`src/rtl/alu_share_arbiter.sv`:
```
// Round-robin arbiter sharing one combinational RV32 ALU between N_REQ requesters.
// Optional build macro ALU_ARB_ILLEGAL_CHECK_EN zeroes the result and flags resp_err_o for illegal opcodes.
module alu_share_arbiter #(
  parameter int unsigned DATA_WIDTH = 32,
  parameter int unsigned N_REQ      = 2
) (
  input  logic                          clk,
  input  logic                          rst_n,
  input  logic [N_REQ-1:0]              req_valid_i,
  output logic [N_REQ-1:0]              req_ready_o,
  input  logic [3*N_REQ-1:0]            req_func3_i,
  input  logic [7*N_REQ-1:0]            req_func7_i,
  input  logic [DATA_WIDTH*N_REQ-1:0]   req_rs1_i,
  input  logic [DATA_WIDTH*N_REQ-1:0]   req_rs2_i,
  output logic [N_REQ-1:0]              resp_valid_o,
  input  logic [N_REQ-1:0]              resp_ready_i,
  output logic [DATA_WIDTH-1:0]         resp_data_o,
  output logic                          resp_err_o,
  output logic [2:0]                    alu_func3_o,
  output logic [6:0]                    alu_func7_o,
  output logic [DATA_WIDTH-1:0]         alu_rs1_o,
  output logic [DATA_WIDTH-1:0]         alu_rs2_o,
  input  logic [DATA_WIDTH-1:0]         alu_rd_i
);

  localparam int unsigned IDX_W = (N_REQ > 1) ? $clog2(N_REQ) : 1;

  localparam logic [1:0] ST_IDLE = 2'd0;
  localparam logic [1:0] ST_EXEC = 2'd1;
  localparam logic [1:0] ST_RESP = 2'd2;

  logic [1:0]            state_q, state_d;
  logic [IDX_W-1:0]      last_q, last_d;
  logic [IDX_W-1:0]      grant_q, grant_d;
  logic [2:0]            alu_func3_q, alu_func3_d;
  logic [6:0]            alu_func7_q, alu_func7_d;
  logic [DATA_WIDTH-1:0] alu_rs1_q, alu_rs1_d;
  logic [DATA_WIDTH-1:0] alu_rs2_q, alu_rs2_d;
  logic [DATA_WIDTH-1:0] resp_data_q, resp_data_d;
  logic [N_REQ-1:0]      resp_valid_q, resp_valid_d;

  logic                  pick_found;
  logic [IDX_W-1:0]      pick_idx;
  logic [IDX_W-1:0]      cand;
  logic [2:0]            sel_func3;
  logic [6:0]            sel_func7;
  logic [DATA_WIDTH-1:0] sel_rs1;
  logic [DATA_WIDTH-1:0] sel_rs2;

`ifdef ALU_ARB_ILLEGAL_CHECK_EN
  logic resp_err_q, resp_err_d;
  logic illegal_c;

  // Only ADD..AND with func7=0, plus SUB and SRA, are legal RV32 ALU ops.
  assign illegal_c = !((alu_func7_q == 7'b0000000) ||
                       ((alu_func7_q == 7'b0100000) &&
                        ((alu_func3_q == 3'b000) || (alu_func3_q == 3'b101))));
  assign resp_err_o = resp_err_q;
`else
  assign resp_err_o = 1'b0;
`endif

  // Round-robin search starting just after the last served requester.
  always_comb begin
    pick_found = 1'b0;
    pick_idx   = last_q;
    cand       = '0;
    sel_func3  = '0;
    sel_func7  = '0;
    sel_rs1    = '0;
    sel_rs2    = '0;
    for (int unsigned k = 1; k <= N_REQ; k++) begin
      cand = IDX_W'((32'(last_q) + k) % N_REQ);
      if (!pick_found && req_valid_i[cand]) begin
        pick_found = 1'b1;
        pick_idx   = cand;
      end
    end
    for (int unsigned i = 0; i < N_REQ; i++) begin
      if (pick_idx == IDX_W'(i)) begin
        sel_func3 = req_func3_i[3*i +: 3];
        sel_func7 = req_func7_i[7*i +: 7];
        sel_rs1   = req_rs1_i[DATA_WIDTH*i +: DATA_WIDTH];
        sel_rs2   = req_rs2_i[DATA_WIDTH*i +: DATA_WIDTH];
      end
    end
  end

  // Next-state and handshake logic; req_ready_o is held low while reset is asserted.
  always_comb begin
    state_d      = state_q;
    last_d       = last_q;
    grant_d      = grant_q;
    alu_func3_d  = alu_func3_q;
    alu_func7_d  = alu_func7_q;
    alu_rs1_d    = alu_rs1_q;
    alu_rs2_d    = alu_rs2_q;
    resp_data_d  = resp_data_q;
    resp_valid_d = resp_valid_q;
    req_ready_o  = '0;
`ifdef ALU_ARB_ILLEGAL_CHECK_EN
    resp_err_d   = resp_err_q;
`endif
    case (state_q)
      ST_IDLE: begin
        if (pick_found && rst_n) begin
          req_ready_o[pick_idx] = 1'b1;
          grant_d     = pick_idx;
          alu_func3_d = sel_func3;
          alu_func7_d = sel_func7;
          alu_rs1_d   = sel_rs1;
          alu_rs2_d   = sel_rs2;
          state_d     = ST_EXEC;
        end
      end
      ST_EXEC: begin
`ifdef ALU_ARB_ILLEGAL_CHECK_EN
        resp_data_d = illegal_c ? '0 : alu_rd_i;
        resp_err_d  = illegal_c;
`else
        resp_data_d = alu_rd_i;
`endif
        resp_valid_d          = '0;
        resp_valid_d[grant_q] = 1'b1;
        state_d               = ST_RESP;
      end
      ST_RESP: begin
        if (resp_ready_i[grant_q]) begin
          resp_valid_d = '0;
          last_d       = grant_q;
          state_d      = ST_IDLE;
        end
      end
      default: begin
        resp_valid_d = '0;
        state_d      = ST_IDLE;
      end
    endcase
  end

  always_ff @(posedge clk or negedge rst_n) begin
    if (!rst_n) begin
      state_q      <= ST_IDLE;
      last_q       <= IDX_W'(N_REQ - 1);
      grant_q      <= '0;
      alu_func3_q  <= '0;
      alu_func7_q  <= '0;
      alu_rs1_q    <= '0;
      alu_rs2_q    <= '0;
      resp_data_q  <= '0;
      resp_valid_q <= '0;
`ifdef ALU_ARB_ILLEGAL_CHECK_EN
      resp_err_q   <= 1'b0;
`endif
    end else begin
      state_q      <= state_d;
      last_q       <= last_d;
      grant_q      <= grant_d;
      alu_func3_q  <= alu_func3_d;
      alu_func7_q  <= alu_func7_d;
      alu_rs1_q    <= alu_rs1_d;
      alu_rs2_q    <= alu_rs2_d;
      resp_data_q  <= resp_data_d;
      resp_valid_q <= resp_valid_d;
`ifdef ALU_ARB_ILLEGAL_CHECK_EN
      resp_err_q   <= resp_err_d;
`endif
    end
  end

  assign resp_valid_o = resp_valid_q;
  assign resp_data_o  = resp_data_q;
  assign alu_func3_o  = alu_func3_q;
  assign alu_func7_o  = alu_func7_q;
  assign alu_rs1_o    = alu_rs1_q;
  assign alu_rs2_o    = alu_rs2_q;

endmodule

```
`config.mk`:
```
export PLATFORM = sky130hd
export DESIGN_NAME = alu_share_arbiter
export DESIGN_NICKNAME = d
export VERILOG_FILES = /design/src/rtl/alu_share_arbiter.sv
export SDC_FILE = /design/constraint.sdc
export NUM_CORES = 1
export LEC_CHECK = 0
export ABC_AREA = 0
export CORE_AREA = 8 8 125 127
export CTS_CLUSTER_SIZE = 28
export DETAILED_ROUTE_END_ITERATION = 8
export DIE_AREA = 0 0 133 135
export HOLD_SLACK_MARGIN = 0.12
export MAX_ROUTING_LAYER = met4
export PLACE_DENSITY = 0.81
export SLEW_MARGIN = 30
export SYNTH_ARGS = -nofsm -noshare
export SYNTH_HDL_FRONTEND = slang
export SYNTH_SLANG_ARGS = --single-unit
```
`constraint.sdc`:
```
create_clock -name clk -period 1.7 [get_ports clk]
set_input_delay 0.255 -clock clk [delete_from_list [all_inputs] [get_ports clk]]
set_output_delay 0.255 -clock clk [all_outputs]
set_load 0.02 [all_outputs]
```
# After elaboration in Yosys (flattened, before gate mapping)
# Index checks and enable logic that the tools add are counted.
dict set report op_classes {
  reduce_logical 10
  eq_ne 4
  n_shift 0
  n_mux 24
  n_div 0
  bitwise 1
  mul 0
  n_addsub 2
  magnitude_cmp 6
}
# op n
set ops {}
lappend ops {{$mux W32} 2}
lappend ops {{$mux W1} 12}
lappend ops {{$pmux W2 S3} 2}
lappend ops {{$lt A1 B2 Y1 const B} 4}
lappend ops {{$mux W2} 4}
lappend ops {{$reduce_and A2 Y1} 4}
lappend ops {{$mux W7} 1}
lappend ops {{$logic_and A1 B1 Y1} 4}
lappend ops {{$ne A2 B2 Y1 const B} 2}
lappend ops {{$mux W3} 1}
lappend ops {{$add A1 B1 Y1 const B} 2}
lappend ops {{$demux W1 S1} 2}
lappend ops {{$eq A2 B1 Y1 const B} 1}
lappend ops {{$eq A2 B2 Y1 const B} 1}
lappend ops {{$ge A1 B1 Y1 const B} 2}
lappend ops {{$logic_not A2 Y1} 1}
lappend ops {{$logic_not A1 Y1} 1}
lappend ops {{$not A1 Y1} 1}
dict set report word_totals {
  mem_count 0
  romBits 0
  out_inout_bits 111
  mem_bits_rw 0
  elab_cells 56
  inputBits 186
  latch_bits 0
  register_bits 112
}

# Longest topological paths before layout
dict set report depth {
  depth_word 13
  depth_mapped 5
}

# Worst setup path before layout
# Ideal clock, no wire load.
dict set report synth_timing {
  path_kind {register to output}
  startpoint {reg state_q[1]}
  endpoint {out req_ready_o[0]}
  stages_incl_launch_ff 5
  arrival_ps 1508
  path_slack_ps -63
  path_buffers 2
  t_required_ps 1445
  path_cell_list {dfrtp_1 -> or3b_1 -> buf_6 -> buf_6 -> nor3b_2}
}
dict set report synth_between {
  elab_chain_len 2
}
# item line
set synth_rtl {}
lappend synth_rtl {{start: declaration} 32} ;# logic [1:0] state_q, state_d;
lappend synth_rtl {{start signal: assignment} 156} ;# state_q <= state_d;
lappend synth_rtl {{$logic_not A2 Y1} 104} ;# case (state_q)
lappend synth_rtl {{$mux W2} 104}
lappend synth_rtl {{end: declaration} 10} ;# output logic [N_REQ-1:0] req_ready_o,
# Every way passes these cells.

# Worst setup path after layout
# Same ends and word-level chain as after synthesis.

==> results.yml <==
hold_path:
  hp-class: "primary input to async pin"
global_routing:
  grt_pass1_wl_um: 29400
  globalRouteMet3Util_pct: 4.83
  grt_overflow: 0
  grt_max_degree: 75
  global_route.usage.met2_pct: 34.8
  grt_pass1_vias: 5252
  antenna_found_initial: 0
  grt_usage_pct: 21.2
  top_usage_layer: "met2"
  grt.met1_usage_pct: 25.1
place:
  place_ws_ps: -310
  gp_congestion: 0.828
  portBuffers: 295
  hpwl_um: 14200
  dp_cells: 885
job:
  drv_cap: 0
final_layout:
  final_layout_size_suffix_gt1_share_pct: 20.4
  fin_util_pct: 66.3
  areaGrowthSynthToFinish_pct: 73.5
  nFillCells: 1014
  final_cells: 914
  diodes: 0
  nets: 915
yosys:
  synth_cells: 436
  synth.avg_cell_area_um2: 11.9
  synth-seq-area-share_pct: 53.9
  ys_types: 27
  synth-edff-count: 0
  postSynth.asyncResetShare_pct: 100
  ys_seq_elements: 112
  synth_area_leader_cell: "dfrtp_1"
  synth_top_area_share_pct: 53.4
  synth_area_leaders: "dfrtp_1 53%, a221o_1 14%, nor3_2 9.4%, mux2_2 7.1%, nand2_1 5.5%"
  synth.most_common_cell: "dfrtp_1"
  netlist_area_mm2: 0.00521
  synth.yosys.warnings: 0
  synth_flop_cell: "dfrtp_1"
  synth_commonest_cells: "111 x dfrtp_1, 76 x nand2_1, 74 x a221o_1"
  syn_nets: 622
worst_setup_path:
  cp_num_buf_inv: 1
  r2r_slack_ps: 10
  cp_cell_sequence: "or3b_4, nor3b_4, buf_6"
  arrival_ps: 1520
  path_delay_family: "simple AND/OR/NAND/NOR gates"
  worstPathMaxFanout: 2
  cp-start-kind: "flip-flop"
  cp-end-kind: "output pin"
  crit_type: "flip-flop to output pin"
  slowest_stage: "or3b_4"
  required_ps: 1440
  crit_path_max_incr_delay_ps: 420
die:
  rows: 43
  start_util_pct: 38.2
  core_mm2: 0.0136
  fp.dieH_um: 135
  fp.dieArea_mm2: 0.0180
  ios: 297
  die_x_um: 133
drt:
  firstDrtPassIters: 4
  avgRoutedWirePerCell_um: 22.4
  totalWireLength_um: 20500
  num_vias: 4984
  viasPerCell: 5.45
  drc: 0
  antenna_left: 0
  drt_iter0_drc: 329
sta:
  worstMarginPinSlew_ps: 772
  fin_crit_sh_pct: 104
  maxSlewViolCount: 0
  rsz0062_at_grt: "yes"
  final_hold_viol_count: 0
  worst_slack_ps: -73.5
  max_freq_mhz: 564
  slew_headroom_pct: 48.5
  setup_violations: 2
  finalClockSkew_ps: 9.23
  period_needed_ps: 1770
clocking:
  ctsHtreeMaxLevel: 3
  root_buffer: "clkbuf_16"
  clk_latency_ps: 340
  clk_path_buf_depth: 2
  clk_pin_slew_ps: 80
  cts_tree: "yes"
  numCtsBuffers: 9
  clkSinkCount: 112
pwr:
  irDropWorstVdd_mv: 0.669
  leakage_nw: 3.65
  power_density_mw_per_mm2: 1680
run_status:
  violations: "setup timing"
  status: "finished, violations left"
-- through the flow --
step           hold slack [ps]  area [um2]  total power [mW]  setup TNS [ps]
3_5_place_dp               492        8380              12.5          -21690
3_3_place_gp               485        8380              12.2          -17610
6_report                   143        9030              15.1           -78.5
5_1_grt                    190        9030              15.9            -303
2_1_floorplan            -40.6        5210              8.53               0
4_1_cts                    145        8740              14.9           -97.8
-- flip-flops by register name, indices dropped and copies added, names as in the netlist --
name / cells
last_q: 1
alu_func3_o: 3
resp_data_o: 32
resp_valid_o: 2
alu_rs1_o: 32
alu_rs2_o: 32
state_q: 2
alu_func7_o: 7
grant_q: 1
-- final cells by class --
type	instances	area [um2]	share of cell area, %
inverter	3	11.3	0.125
clock buffer	11	233	2.58
clock inverter	5	86.3	0.956
multi-input combinational	277	2260	25.1
tap	180	225	2.49
sequential	112	2800	31.0
timing repair buffer	326	3410	37.7
-- per-layer routing --
layer | part of all wire [%] | wire length, um
met2 | 51 | 10300
met5 | 0 | 0
met3 | 6.1 | 1250
met4 | 1.9 | 385
met1 | 41 | 8490
-- tightest hold or removal path, stage by stage --
cell	delay [ps]
buf_4	90
buf_4	110
buf_4	520
-- final timing paths --
kind | start | end | cells past startpoint
min in group clk | req_valid_i[0] | alu_rs2_o[20] | 4
setup reg to reg | state_q[1] | alu_rs2_o[31] | 6
hold reg to reg | resp_data_o[5] | resp_data_o[5] | 1
setup / recovery | state_q[1] | req_ready_o[0] | 3
max in group asynchronous | rst_n | alu_rs2_o[0] | 3
hold / removal | rst_n | resp_data_o[22] | 3
-- cells by family after synthesis --
group                  count (synthesis)  synth area share [%]
buffers and inverters                 48                  4.88
AO/OA/AOI/OAI                         81                  15.1
multiplexers                          35                  7.52
flip-flops                           112                  53.9
other                                  1                0.0720
AND/OR/NAND/NOR                      159                  18.6
-- layout by cell type (no fill, tap or decap), drive strengths merged --
master	synthesis	routed
mux2i	2	2
clkdlybuf4s50	0	291
a21oi	2	2
or3b	1	1
nor2	2	2
buf	27	29
clkbuf	18	17
nor2b	1	1
clkinv	0	1
bufinv	0	2
o21ai	2	3
nand2	76	76
inv	3	5
nor3	74	74
o2bb2ai	2	2
nand3b	1	1
conb	1	1
mux2	33	33
dfrtp	111	111
a221o	74	74
nor3b	2	2
dfstp	1	1
nand2b	1	1
and3	1	1
a31oi	1	1
-- report_power, final --
part           leakage [nW]  switching (mW)  internal [mW]
sequential             1.36           0.810           3.96
combinational          2.13            3.90           4.19
clock                 0.155           0.972           1.31
total                  3.65            5.69           9.45
-- what timing repair did --
| action | CTS | global route |
|---|---|---|
| endpoints found under the setup margin | 76 | 76 |
| setup buffers | 2 | 3 |
| endpoints found under the hold margin | 0 | 0 |
| resized for setup | 21 | 20 |
| cloned | 0 | 9 |
| hold buffers | 0 | 0 |
| pin swaps | 2 | 3 |
Power figures use the tool's default switching activity.
